[src/rtl/key_event_scheduler.sv]
// Merges SPI and button key bytes into one FIFO and releases them to calc_display only during vblank.
// Optional KEY_FILTER_EN: discard bytes that are not calculator keys before they reach the hold registers.
module key_event_scheduler #(
  parameter int FIFO_DEPTH    = 8,
  parameter int MAX_PER_FRAME = 1,
  parameter int MIN_GAP       = 2
) (
  input  logic                          clk,
  input  logic                          reset,
  input  logic                          spi_valid,
  input  logic [7:0]                    spi_data,
  input  logic                          btn_valid,
  input  logic [7:0]                    btn_data,
  input  logic                          vblank,
  output logic [7:0]                    key_ascii,
  output logic                          key_pressed,
  output logic [$clog2(FIFO_DEPTH):0]   fifo_count,
  output logic                          overflow,
  output logic [7:0]                    drop_count
);

  localparam int AW = $clog2(FIFO_DEPTH);
  localparam int IW = $clog2(MAX_PER_FRAME + 1);
  localparam int GW = (MIN_GAP > 0) ? $clog2(MIN_GAP + 1) : 1;

  // state | meaning
  // IDLE  | outside vblank, nothing issued
  // ARMED | in vblank, may pop one key per cycle
  // GAP   | enforcing MIN_GAP idle cycles after a pop
  // DONE  | frame quota used, wait for vblank to end
  typedef enum logic [1:0] {S_IDLE, S_ARMED, S_GAP, S_DONE} state_t;

  logic          spi_take, btn_take;

`ifdef KEY_FILTER_EN
  function automatic logic key_ok(input logic [7:0] b);
    key_ok = ((b >= 8'h30) && (b <= 8'h39)) ||
             (b inside {8'h2B, 8'h2D, 8'h2A, 8'h2F, 8'h3D, 8'h2E, 8'h43, 8'h08, 8'h0D});
  endfunction
  assign spi_take = spi_valid & key_ok(spi_data);
  assign btn_take = btn_valid & key_ok(btn_data);
`else
  assign spi_take = spi_valid;
  assign btn_take = btn_valid;
`endif

  logic          spi_full_q, spi_full_d, btn_full_q, btn_full_d;
  logic [7:0]    spi_hold_q, spi_hold_d, btn_hold_q, btn_hold_d;
  logic          rr_btn_q, rr_btn_d;
  logic [7:0]    mem_q [FIFO_DEPTH];
  logic [AW-1:0] wr_ptr_q, wr_ptr_d, rd_ptr_q, rd_ptr_d;
  logic [AW:0]   count_q, count_d;
  logic          overflow_q, overflow_d;
  logic [7:0]    drop_q, drop_d;
  state_t        state_q, state_d;
  logic [IW-1:0] issued_q, issued_d;
  logic [GW-1:0] gap_q, gap_d;
  logic [7:0]    key_ascii_q, key_ascii_d;
  logic          key_pressed_q, key_pressed_d;

  logic          fifo_full, grant_spi, grant_btn, push, pop;
  logic          spi_drop, btn_drop;
  logic [7:0]    push_data;
  logic [1:0]    n_drops;
  logic [8:0]    drop_sum;

  always_comb begin
    fifo_full = (count_q == (AW+1)'(FIFO_DEPTH));
    grant_spi = !fifo_full && spi_full_q && (!btn_full_q || !rr_btn_q);
    grant_btn = !fifo_full && btn_full_q && (!spi_full_q || rr_btn_q);
    push      = grant_spi | grant_btn;
    push_data = grant_spi ? spi_hold_q : btn_hold_q;

    // A full hold that is being drained this cycle can accept a new byte.
    spi_drop  = spi_take && spi_full_q && !grant_spi;
    btn_drop  = btn_take && btn_full_q && !grant_btn;

    spi_full_d = spi_full_q;
    spi_hold_d = spi_hold_q;
    if (grant_spi) spi_full_d = 1'b0;
    if (spi_take && !spi_drop) begin
      spi_full_d = 1'b1;
      spi_hold_d = spi_data;
    end

    btn_full_d = btn_full_q;
    btn_hold_d = btn_hold_q;
    if (grant_btn) btn_full_d = 1'b0;
    if (btn_take && !btn_drop) begin
      btn_full_d = 1'b1;
      btn_hold_d = btn_data;
    end

    rr_btn_d = rr_btn_q;
    if (grant_spi) rr_btn_d = 1'b1;
    if (grant_btn) rr_btn_d = 1'b0;

    overflow_d = overflow_q | spi_drop | btn_drop;
    n_drops    = {1'b0, spi_drop} + {1'b0, btn_drop};
    drop_sum   = {1'b0, drop_q} + {7'b0, n_drops};
    drop_d     = drop_sum[8] ? 8'hFF : drop_sum[7:0];
  end

  always_comb begin
    state_d       = state_q;
    issued_d      = issued_q;
    gap_d         = gap_q;
    key_ascii_d   = key_ascii_q;
    key_pressed_d = 1'b0;
    pop           = 1'b0;
    case (state_q)
      S_IDLE: begin
        if (vblank) begin
          state_d  = S_ARMED;
          issued_d = '0;
        end
      end
      S_ARMED: begin
        if (!vblank) begin
          state_d = S_IDLE;
        end else if (issued_q == IW'(MAX_PER_FRAME)) begin
          state_d = S_DONE;
        end else if (count_q != '0) begin
          pop           = 1'b1;
          key_ascii_d   = mem_q[rd_ptr_q];
          key_pressed_d = 1'b1;
          issued_d      = issued_q + IW'(1);
          if (MIN_GAP > 0) begin
            state_d = S_GAP;
            gap_d   = GW'(MIN_GAP);
          end
        end
      end
      S_GAP: begin
        if (!vblank) begin
          state_d = S_IDLE;
        end else begin
          gap_d = gap_q - GW'(1);
          if (gap_q <= GW'(1)) state_d = S_ARMED;
        end
      end
      S_DONE: begin
        if (!vblank) state_d = S_IDLE;
      end
      default: state_d = S_IDLE;
    endcase

    wr_ptr_d = push ? wr_ptr_q + AW'(1) : wr_ptr_q;
    rd_ptr_d = pop  ? rd_ptr_q + AW'(1) : rd_ptr_q;
    count_d  = count_q;
    if (push && !pop) count_d = count_q + (AW+1)'(1);
    if (!push && pop) count_d = count_q - (AW+1)'(1);
  end

  always_ff @(posedge clk) begin
    if (push) mem_q[wr_ptr_q] <= push_data;
  end

  always_ff @(posedge clk or posedge reset) begin
    if (reset) begin
      spi_full_q    <= 1'b0;
      spi_hold_q    <= '0;
      btn_full_q    <= 1'b0;
      btn_hold_q    <= '0;
      rr_btn_q      <= 1'b0;
      wr_ptr_q      <= '0;
      rd_ptr_q      <= '0;
      count_q       <= '0;
      overflow_q    <= 1'b0;
      drop_q        <= '0;
      state_q       <= S_IDLE;
      issued_q      <= '0;
      gap_q         <= '0;
      key_ascii_q   <= '0;
      key_pressed_q <= 1'b0;
    end else begin
      spi_full_q    <= spi_full_d;
      spi_hold_q    <= spi_hold_d;
      btn_full_q    <= btn_full_d;
      btn_hold_q    <= btn_hold_d;
      rr_btn_q      <= rr_btn_d;
      wr_ptr_q      <= wr_ptr_d;
      rd_ptr_q      <= rd_ptr_d;
      count_q       <= count_d;
      overflow_q    <= overflow_d;
      drop_q        <= drop_d;
      state_q       <= state_d;
      issued_q      <= issued_d;
      gap_q         <= gap_d;
      key_ascii_q   <= key_ascii_d;
      key_pressed_q <= key_pressed_d;
    end
  end

  assign key_ascii   = key_ascii_q;
  assign key_pressed = key_pressed_q;
  assign fifo_count  = count_q;
  assign overflow    = overflow_q;
  assign drop_count  = drop_q;

endmodule

[config.mk]
export PLATFORM = sky130hd
export DESIGN_NAME = key_event_scheduler
export DESIGN_NICKNAME = d
export VERILOG_FILES = /design/src/rtl/key_event_scheduler.sv
export SDC_FILE = /design/constraint.sdc
export NUM_CORES = 1
export LEC_CHECK = 0
export ABC_AREA = 1
export BUFFER_PORTS_ARGS = -buffer_cell sky130_fd_sc_hd__buf_2
export CORE_ASPECT_RATIO = 0.6
export CORE_UTILIZATION = 59
export CTS_CLUSTER_DIAMETER = 200
export CTS_CLUSTER_SIZE = 8
export DETAILED_ROUTE_END_ITERATION = 6
export HOLD_SLACK_MARGIN = 0.08
export PLACE_DENSITY_LB_ADDON = 0.05
export SYNTH_ARGS = -nofsm -noshare
export SYNTH_HDL_FRONTEND = slang
export SYNTH_SLANG_ARGS = --single-unit
[constraint.sdc]
create_clock -name clk -period 2.9 [get_ports clk]
set_clock_uncertainty 0.05 [all_clocks]
set_input_delay 0.145 -clock clk [delete_from_list [all_inputs] [get_ports clk]]
set_output_delay 0.145 -clock clk [all_outputs]
set_load 0.005 [all_outputs]
==> out/results.ini <==
[synth]
syn_avg_cell_area_um2 = 9.883
synth_ff_type = edfxtp_1
synthCells = 505
ys_types = 33
ys_ff_latch = 116
synth_warnings = 0
yosys.area.top_type = edfxtp_1
netlist_area_um2 = 4991
synth_commonest_cells = nand2_1, nor2_1, edfxtp_1
synthTopCellsByArea = edfxtp_1, dfrtp_1, nand2_1
synth_edf_count = 64
synth.most_common_cell = nand2_1
synth_top_area_share_pct = 38.51
yosysSeqAreaShare_pct = 64.58
syn-num-nets = 532
async_reset_ff_share_pct = 44.83

[detailed_routing]
dr.pass1.iters = 5
num_vias = 3927
wl_per_cell_um = 16.48
routed_via_density = 5.477
initialDrtViolationCount = 482
routed_wl_um = 11820
antenna_left = 0
drc = 0

[floorplanning]
core_area_um2 = 8039
rows = 25
dieArea_um2 = 8844
fp.dieW_um = 120.7
start_util_pct = 62.09
die_height_um = 73.25
num_io_pins = 43

[finish]
drive_gt1_share_pct = 15.44
syn2layout_area_growth_pct = 26.12
antenna_cells = 0
nets = 623

[cts]
cts-root-buf = clkbuf_16
cts_inserted_buffers = 17
post_cts_buffers = 0
worst_skew_pair.late_latency_ns = 0.42
clk_path_buf_depth = 2
cts_max_level = 4
clkSinkCount = 116
cts.clk_slew.worst_paths_ns = 0.05
cts_tree = yes
cts_resized = 0

[hold_path]
hp-class = in2reg
holdPathEnd = spi_full_q
min_path_cells = 3
min-delay-start = spi_valid

[setup_path]
crit_path_end_kind = flip-flop
worstRegToRegCells = 12
path_class = reg2reg
r2r-end = drop_count[5]
cp.arrival_ns = 2.84
startpoint = fifo_count[1]
required_ns = 3.18
cp_max_fo = 13
r2r-start = fifo_count[1]
critPathLaunchType = flip-flop
r2r_setup_slack_ns = 0.35

[pwr]
total_power_uw = 7940
ir_worst_vdd_mv = 0.6199
power_density_nw_per_um2 = 1261
power_leakage_uw = 0.002827

[timing]
finalHoldViolations = 0
setup_tns_ns = 0
max_freq_ghz = 0.3915
max_slew_margin_pct = 26.03
worst_pin_slew_ns = 1.108
fin_crit_ns = 2.555
maxSlewViolCount = 0
rsz0062_at_grt = no
period_share_pct = 88.09
setup_viol = 0

[grt]
grt_max_degree = 53
antenna_found_initial = 0
grt_usage_pct = 30.28
grt.overflow.total = 0
grt_pass1_vias = 3717
grt_pass1_wl_um = 19090

[placed_design]
io_buffers = 42
hpwl_um = 7319
place.gp.congestion = 0.8633

[status]
status = finished clean

[run]
drv_cap = 0

[cells by family after synthesis]
kind of cell             count (synthesis)  share of synthesized area [%]
AO/OA/AOI/OAI                           52                          5.415
XOR/XNOR                                 5                         0.8776
adder cells (fa/ha/maj)                  6                          1.655
buffers and inverters                   50                          4.212
flip-flops                             116                          64.58
AND/OR/NAND/NOR                        276                          23.26
[timing repair]
item | CTS | global route
setup endpoints to repair | 0 | 0
hold buffers | 35 | 0
hold endpoints to repair | 70 | 0
[per-layer routing]
| metal | part of all wire (%) | track usage, % | vias up |
|---|---|---|---|
| met5 | 0 | 0 | - |
| met4 | 1.3 | 11.39 | 0 |
| met3 | 9.6 | 8.672 | 18 |
| met2 | 44 | 44.25 | 219 |
| met1 | 45 | 43.42 | 1835 |
| li1 | - | - | 1855 |
[cell type report]
cell class | instances | area, µm²
flip-flops and latches | 116 | 3223
fillers | 459 | 1744
multi-input cells | 339 | 1558
repair buffers | 88 | 643.1
clock buffers | 21 | 450.4
clock inverters | 11 | 157.7
well taps | 108 | 135.1
inverters | 34 | 127.6
[placed cells by master (no fill, tap or decap), drive strengths merged]
master	n
clkinvlp	1
o22ai	1
fa	1
ha	5
xnor2	2
dlygate4sd3	35
buf	53
nand2	129
clkbuf	21
nor2	90
a21boi	1
o21ai	44
nor3	1
a21oi	3
or2	3
nand3	51
inv	34
nand4	1
o211ai	1
a31oi	1
nand3b	1
clkinv	6
o21a	1
bufinv	4
dfrtp	52
edfxtp	64
xor2	3
[per-stage QoR]
stage | instance area, µm² | hold WS [ns] | std cells | setup WS [ns] | util [%]
CTS | 6295 | 0.1219 | 717 | 0.3782 | 78.30
floorplan | 4991 | 0.2395 | 505 | 0.7237 | -
global route | 6295 | 0.1781 | 717 | 0.01417 | 78.30
detailed placement | 5336 | 0.3294 | 650 | 0.4221 | 66.38
finish | 6295 | 0.1374 | 717 | 0.3454 | 78.30
global placement | 5336 | 0.3259 | 650 | 0.5557 | 66.38
[sequential cells by signal, indices dropped and copies added, names as in the netlist]
register     cells
spi_full_q       1
drop_count       8
btn_hold_q       8
mem_q           64
key_ascii        8
btn_full_q       1
key_pressed      1
rr_btn_q         1
spi_hold_q       8
fifo_count       4
rd_ptr_q         3
issued_q         1
overflow         1
state_q          2
wr_ptr_q         3
gap_q            2
[critical path, cell delays in order, from the launching register on]
cell and delay [ns]:
dfrtp_1 0.44, nor2_1 0.19, nand3_2 0.13, nand2_2 0.27, nand3_1 0.11, inv_1 0.12
fa_1 0.19, nand2_1 0.07, nor2_1 0.20, nand2_1 0.17, nor3_4 0.18, nand3_1 0.21
o21ai_0 0.14
[where the power goes]
part           internal, µW  switching, µW
logic                   906           1850
clock network          1450            717
registers              2650            370
[worst max-delay path by stage]
stage          slack [ns]  cells after the start            end
6_report             0.35                     12  drop_count[5]
5_1_grt              0.01                     12  drop_count[2]
4_1_cts              0.38                     12  drop_count[1]
3_5_place_dp         0.42                     12  drop_count[1]
3_3_place_gp         0.56                     12  drop_count[1]
2_1_floorplan        0.72                     13  fifo_count[2]
Note: power is estimated with default switching activity, not from simulation.
